File: config.mk
export PLATFORM = sky130hd
export DESIGN_NAME = data_write_buffer
export DESIGN_NICKNAME = d
export VERILOG_FILES = /design/src/rtl/data_mem_pkg.sv /design/src/rtl/data_write_buffer_chk.sv /design/src/rtl/wbuf_fifo_2w1r.sv /design/src/rtl/data_write_buffer.sv
export SDC_FILE = /design/constraint.sdc
export NUM_CORES = 1
export LEC_CHECK = 0
export ABC_CLOCK_PERIOD_IN_PS = 2610
export BUFFER_PORTS_ARGS = -buffer_cell sky130_fd_sc_hd__buf_2
export CORE_AREA = 2 2 96 98
export CTS_CLUSTER_SIZE = 20
export DETAILED_ROUTE_END_ITERATION = 8
export DIE_AREA = 0 0 98 100
export HOLD_SLACK_MARGIN = 0.02
export PLACE_DENSITY = 0.83
export SLEW_MARGIN = 20
export SYNTH_ARGS = -nofsm -noshare
export SYNTH_HDL_FRONTEND = slang
export SYNTH_SLANG_ARGS = --single-unit
File: constraint.sdc
create_clock -name clk -period 2.61 [get_ports clk]
set_input_delay 0.261 -clock clk [delete_from_list [all_inputs] [get_ports clk]]
set_output_delay 0.261 -clock clk [all_outputs]
set_load 0.05 [all_outputs]
File: src/rtl/data_mem_pkg.sv
// Shared definitions for the data memory and its write buffer: word/address
// widths, default buffer depth and the store entry layout.
package data_mem_pkg;

    localparam int WORDSIZE   = 16;
    localparam int ADDRSIZE   = 5;
    localparam int WBUF_DEPTH = 4;

    typedef struct packed {
        logic [ADDRSIZE-1:0] addr;
        logic [WORDSIZE-1:0] data;
    } store_entry_t;

    // Build a store entry from its address and data fields.
    function automatic store_entry_t make_entry(
        input logic [ADDRSIZE-1:0] addr,
        input logic [WORDSIZE-1:0] data
    );
        store_entry_t e;
        e.addr = addr;
        e.data = data;
        return e;
    endfunction

endpackage

File: src/rtl/data_write_buffer_chk.sv
// Occupancy sanity checks for the write buffer.
module data_write_buffer_chk #(
    parameter int depth = 4,
    parameter int cw    = 3
) (
    input  logic          clk,
    input  logic          rst_n,
    input  logic [cw-1:0] count,
    input  logic          wa_en,
    input  logic          wb_en
);

    // Count stays within 0..depth; an underflow would wrap above depth.
    a_count_range: assert property (@(posedge clk) disable iff (!rst_n)
        int'(count) <= depth);

    // A push is only issued when there is room for it.
    a_push_room: assert property (@(posedge clk) disable iff (!rst_n)
        wa_en |-> (int'(count) <= depth - 1));

    // A dual push needs two free entries.
    a_dual_room: assert property (@(posedge clk) disable iff (!rst_n)
        (wa_en && wb_en) |-> (int'(count) <= depth - 2));

endmodule

File: src/rtl/wbuf_fifo_2w1r.sv
// In-order storage for the write buffer: two write slots per cycle (tail and
// tail+1) and one read slot at head. Pointers wrap modulo depth; the occupancy
// counter tells a full buffer from an empty one.
module wbuf_fifo_2w1r
    import data_mem_pkg::*;
#(
    parameter int ew    = ADDRSIZE + WORDSIZE,
    parameter int depth = WBUF_DEPTH
) (
    input  logic                       clk,
    input  logic                       rst_n,
    input  logic                       wa_en,
    input  logic [ew-1:0]              wa_data,
    input  logic                       wb_en,
    input  logic [ew-1:0]              wb_data,
    input  logic                       pop,
    output logic [ew-1:0]              rd_data,
    output logic [$clog2(depth+1)-1:0] count,
    output logic                       empty,
    output logic                       full
);

    localparam int pw = $clog2(depth);
    localparam int cw = $clog2(depth + 1);

    logic [ew-1:0] mem_r [depth];
    logic [pw-1:0] head_r;
    logic [pw-1:0] tail_r;
    logic [cw-1:0] count_r;
    logic [pw-1:0] head_next_s;
    logic [pw-1:0] tail_next_s;
    logic [pw-1:0] tail_plus1_s;
    logic [cw-1:0] count_next_s;
    logic          pop_ok_s;
    logic          wb_ok_s;

    // Next pointer/count values; the second slot only counts alongside the first.
    always_comb begin
        pop_ok_s     = pop & (count_r != {cw{1'b0}});
        wb_ok_s      = wa_en & wb_en;
        tail_plus1_s = tail_r + pw'(1);
        head_next_s  = head_r;
        tail_next_s  = tail_r;
        if (pop_ok_s) begin
            head_next_s = head_r + pw'(1);
        end else begin
            head_next_s = head_r;
        end
        if (wb_ok_s) begin
            tail_next_s = tail_r + pw'(2);
        end else if (wa_en) begin
            tail_next_s = tail_r + pw'(1);
        end else begin
            tail_next_s = tail_r;
        end
        count_next_s = count_r + cw'(wa_en) + cw'(wb_ok_s) - cw'(pop_ok_s);
    end

    // Pointer and occupancy registers with synchronous active-low reset.
    always_ff @(posedge clk) begin
        if (!rst_n) begin
            head_r  <= {pw{1'b0}};
            tail_r  <= {pw{1'b0}};
            count_r <= {cw{1'b0}};
        end else begin
            head_r  <= head_next_s;
            tail_r  <= tail_next_s;
            count_r <= count_next_s;
        end
    end

    // Entry storage; contents need no reset because count gates every read.
    always_ff @(posedge clk) begin
        if (rst_n && wa_en) begin
            mem_r[tail_r] <= wa_data;
        end
        if (rst_n && wb_ok_s) begin
            mem_r[tail_plus1_s] <= wb_data;
        end
    end

    assign rd_data = mem_r[head_r];
    assign count   = count_r;
    assign empty   = (count_r == {cw{1'b0}});
    assign full    = (count_r == cw'(depth));

endmodule

File: src/rtl/data_write_buffer.sv
// Write buffer between the two FU write-back ports and the single memory
// write port. Stores are queued in program order (port 0 older than port 1)
// and drained one per cycle whenever the buffer is non-empty.
module data_write_buffer
    import data_mem_pkg::*;
#(
    parameter int wordsize = WORDSIZE,
    parameter int addrsize = ADDRSIZE,
    parameter int depth    = WBUF_DEPTH
) (
    input  logic                       clk,
    input  logic                       rst_n,
    input  logic                       req0_valid,
    input  logic [addrsize-1:0]        req0_addr,
    input  logic [wordsize-1:0]        req0_data,
    output logic                       req0_ready,
    input  logic                       req1_valid,
    input  logic [addrsize-1:0]        req1_addr,
    input  logic [wordsize-1:0]        req1_data,
    output logic                       req1_ready,
    output logic                       mem_we,
    output logic [addrsize-1:0]        mem_waddr,
    output logic [wordsize-1:0]        mem_wdata,
    output logic [$clog2(depth+1)-1:0] count,
    output logic                       empty,
    output logic                       full
);

    localparam int ew = addrsize + wordsize;
    localparam int cw = $clog2(depth + 1);

    logic          push0_s;
    logic          push1_s;
    logic          wa_en_s;
    logic          wb_en_s;
    logic [ew-1:0] wa_data_s;
    logic [ew-1:0] wb_data_s;
    logic [ew-1:0] head_s;
    logic [cw-1:0] count_s;
    logic          empty_s;
    logic          full_s;
    logic          pop_s;

    // Readiness depends only on the registered count so it never loops back
    // through valid or drain.
    always_comb begin
        req0_ready = (count_s <= cw'(depth - 1));
        req1_ready = (count_s <= cw'(depth - 2));
    end

    // Accept gating and slot mapping: the older accepted store goes to tail,
    // a second one to tail+1; a lone port-1 store takes the tail slot.
    always_comb begin
        push0_s   = req0_valid & req0_ready;
        push1_s   = req1_valid & req1_ready;
        wa_en_s   = push0_s | push1_s;
        wb_en_s   = push0_s & push1_s;
        wb_data_s = {req1_addr, req1_data};
        if (push0_s) begin
            wa_data_s = {req0_addr, req0_data};
        end else begin
            wa_data_s = {req1_addr, req1_data};
        end
    end

    // Drain the head entry whenever something is queued; idle port reads zero.
    always_comb begin
        pop_s  = !empty_s;
        mem_we = !empty_s;
        if (!empty_s) begin
            mem_waddr = head_s[ew-1:wordsize];
            mem_wdata = head_s[wordsize-1:0];
        end else begin
            mem_waddr = {addrsize{1'b0}};
            mem_wdata = {wordsize{1'b0}};
        end
    end

    wbuf_fifo_2w1r #(
        .ew    (ew),
        .depth (depth)
    ) u_fifo (
        .clk     (clk),
        .rst_n   (rst_n),
        .wa_en   (wa_en_s),
        .wa_data (wa_data_s),
        .wb_en   (wb_en_s),
        .wb_data (wb_data_s),
        .pop     (pop_s),
        .rd_data (head_s),
        .count   (count_s),
        .empty   (empty_s),
        .full    (full_s)
    );

    data_write_buffer_chk #(
        .depth (depth),
        .cw    (cw)
    ) u_chk (
        .clk   (clk),
        .rst_n (rst_n),
        .count (count_s),
        .wa_en (wa_en_s),
        .wb_en (wb_en_s)
    );

    assign count = count_s;
    assign empty = empty_s;
    assign full  = full_s;

endmodule

==> impl_metrics.json <==
{
  "worst_r2r_endpoint": "u_fifo.count[1]",
  "r2r_cells": 10,
  "dieWidth_um": 98,
  "setup_slack_ns": 0.193,
  "status": "finished, final reports clean",
  "clk_pin_slew_ns": 0.10,
  "drc": 0,
  "p_leak_nw": 2.13,
  "die_area_mm2": 0.00980,
  "dp_hpwl_mm": 6.10,
  "core_mm2": 0.00889,
  "wl_per_cell_um": 19.4,
  "initial_utilization_pct": 55.2,
  "diodes": 0,
  "yosys_warnings": 0,
  "syn-num-nets": 361,
  "synth_xor_area_share_pct": 0.357,
  "netlist_area_mm2": 0.00491,
  "synth-async-reset-ratio_pct": 0,
  "rrSetupSlack_ns": 0.19,
  "hold_class": "primary input to flop",
  "grt_pass1_vias": 2895,
  "area_growth_pct": 15.6,
  "relSlewSlack_pct": 74.0,
  "cp-start-kind": "flop",
  "clock.fmax_mhz": 414,
  "cts_buffer_depth": 2,
  "grt_max_degree": 24,
  "final_common_cell": "edfxtp_1",
  "crit_fanout": 7,
  "syn_area_per_cell_um2": 16.3,
  "routabilityCongestion": 0.872,
  "synth_edf_count": 84,
  "synth_mux_area_share_pct": 29.2,
  "skew_ns": 0.0134,
  "preCtsSetupSlack_ns": 0.120,
  "rsz0062_at_grt": "false",
  "finalHoldViolCount": 0,
  "finalSetupViolations": 0,
  "crit_required_ns": 2.86,
  "root_buffer": "clkbuf_8",
  "drv_slew": 0,
  "fin_nets": 442,
  "die_h_um": 100,
  "layout_common_cells": "84 x edfxtp_1, 80 x mux2_2, 74 x buf_2",
  "end_kind": "flop",
  "yosys_register_bits": 93,
  "cts_tree": "yes",
  "fin_hold_ws_ns": 0.231,
  "cts_buffers": 9,
  "seq_area_frac_synth_pct": 55.0,
  "ios": 75,
  "path_class": "flop to flop",
  "final_core_util_pct": 63.8,
  "clk_latency_ns": 0.36,
  "grt_usage_pct": 20.4,
  "dpl_cell_area_mm2": 0.00550,
  "drtIter0Drc": 121,
  "std_cell_rows": 35,
  "min_path_cells": 2,
  "synth_fa_ha_area_share_pct": 3.87,
  "synth_cell_type_count": 32,
  "ir_drop_mv": 0.543,
  "period_share_pct": 92.6,
  "worst_pin_slew_ns": 0.386,
  "maxCapViolations": 0,
  "synth-simple-area-share_pct": 7.54,
  "fin_area_mm2": 0.00568,
  "total_power_mw": 6.50,
  "ys.flop_type": "edfxtp_1",
  "powerDensity_mw_per_mm2": 1140,
  "drtPass1Iterations": 4,
  "crit_arrival_ns": 2.67,
  "min_from": "req0_data[2]",
  "synth_compound_area_share_pct": 0.662,
  "layout_min_cycle_time_ns": 2.42,
  "r2r_start": "u_fifo.count[2]",
  "clock-sinks": 93,
  "netlist_instances": 301,
  "antenna_found_initial": 0,
  "htree_levels": 3,
  "route.vias.total": 2815,
  "holdPathEnd": "u_fifo.mem_r[0][2]",
  "port-buffer-count": 74,
  "wl_mm": 9.66,
  "grt_overflow_total": 0,
  "antenna_left": 0,
  "grt_pass1_wl_mm": 15.1,
  "synth_top_family_by_area": "multiplexers",
  "vias_per_cell": 5.65,
  "drive_gt1_share_pct": 56.8
}
## synth_stat cells (3+ instances only)
| library cell | n | share of area [%] |
|---|---|---|
| nor2b_1 | 22 | 2.8 |
| nand3_2 | 4 | 0.82 |
| inv_1 | 10 | 0.76 |
| edfxtp_1 | 84 | 51 |
| clkbuf_1 | 3 | 0.23 |
| ha_1 | 12 | 3.1 |
| nand3_1 | 4 | 0.41 |
| mux4_2 | 21 | 9.6 |
| nand2_1 | 9 | 0.69 |
| mux2_2 | 80 | 18 |
| dfxtp_1 | 9 | 3.7 |
| and3_1 | 3 | 0.38 |
| mux2_4 | 4 | 1.2 |
| and2_1 | 4 | 0.51 |
| buf_6 | 8 | 1.8 |
## kinds of logic (layout without fill, tap and decap cells)
kind of cell,count (synthesis),in the layout
AND/OR/NAND/NOR,58,58
AO/OA/AOI/OAI,4,4
adder cells (fa/ha/maj),14,14
flip-flops,93,93
buffers and inverters,25,111
multiplexers,105,105
XOR/XNOR,2,2
## flip-flops by register name, summed over array words and instances, names as in the netlist, named ones only
| signal | count |
|---|---|
| u_fifo.mem_r | 84 |
| u_fifo.tail_r | 2 |
| u_fifo.head_r | 2 |
| u_fifo.count | 3 |
## area by class of cell
cell class              count  area, um2
fillers                   663       3210
flip-flops and latches     93       2710
multi-input cells         183       2050
repair buffers             85        553
well taps                 111        139
clock buffers              10        128
clock inverters             6       48.8
inverters                  10       41.3
## routing by layer
| metal | up-vias | part of all wire [%] | routed length, um | global-route usage (%) |
|---|---|---|---|---|
| met5 | - | 0 | 0 | 0 |
| met4 | 0 | 1.8 | 170 | 7.91 |
| met3 | 16 | 5.6 | 541 | 3.27 |
| met2 | 94 | 53 | 5120 | 36.0 |
| met1 | 1386 | 40 | 3830 | 25.6 |
| li1 | 1319 | - | - | - |
## worst max-delay path by stage
stage	start	endpoint	slack (ns)	cells after the start
after CTS	u_fifo.count[1]	u_fifo.mem_r[1][4]	0.10	9
final	u_fifo.count[2]	u_fifo.count[1]	0.19	10
after global placement	u_fifo.count[2]	u_fifo.count[1]	0.19	10
after global routing	u_fifo.count[2]	u_fifo.count[1]	0.05	10
after detailed placement	u_fifo.count[1]	u_fifo.mem_r[1][4]	0.12	9
after floorplan	u_fifo.count[2]	u_fifo.count[1]	-0.01	8
## through the flow
step | cells | TNS [ns]
after CTS | 498 | 0
after global placement | 482 | 0
final | 498 | 0
after detailed placement | 482 | 0
after floorplan | 301 | -0.0123
after global routing | 498 | 0
## worst max-delay path: stages (launching register included)
cell and delay, ns:
dfxtp_4 0.39, inv_1 0.09, ha_1 0.22, nand3b_4 0.12, and2_2 0.16, ha_2 0.23
inv_1 0.08, fa_1 0.41, inv_1 0.07, fa_1 0.39, and2_1 0.16
## report_power, final
part           internal (mW)  switching [mW]
registers               2.01           0.155
logic                   1.33            2.13
clock network          0.355           0.523
total                   3.69            2.80
## repair_timing
| item | in CTS | in global routing |
|---|---|---|
| buffers inserted | 0 | 0 |
| resized for setup | 0 | 1 |
| hold endpoints to repair | 0 | 0 |
| hold buffers | 0 | 0 |
| setup endpoints to repair | 0 | 1 |
(Power assumes the default switching activity.)
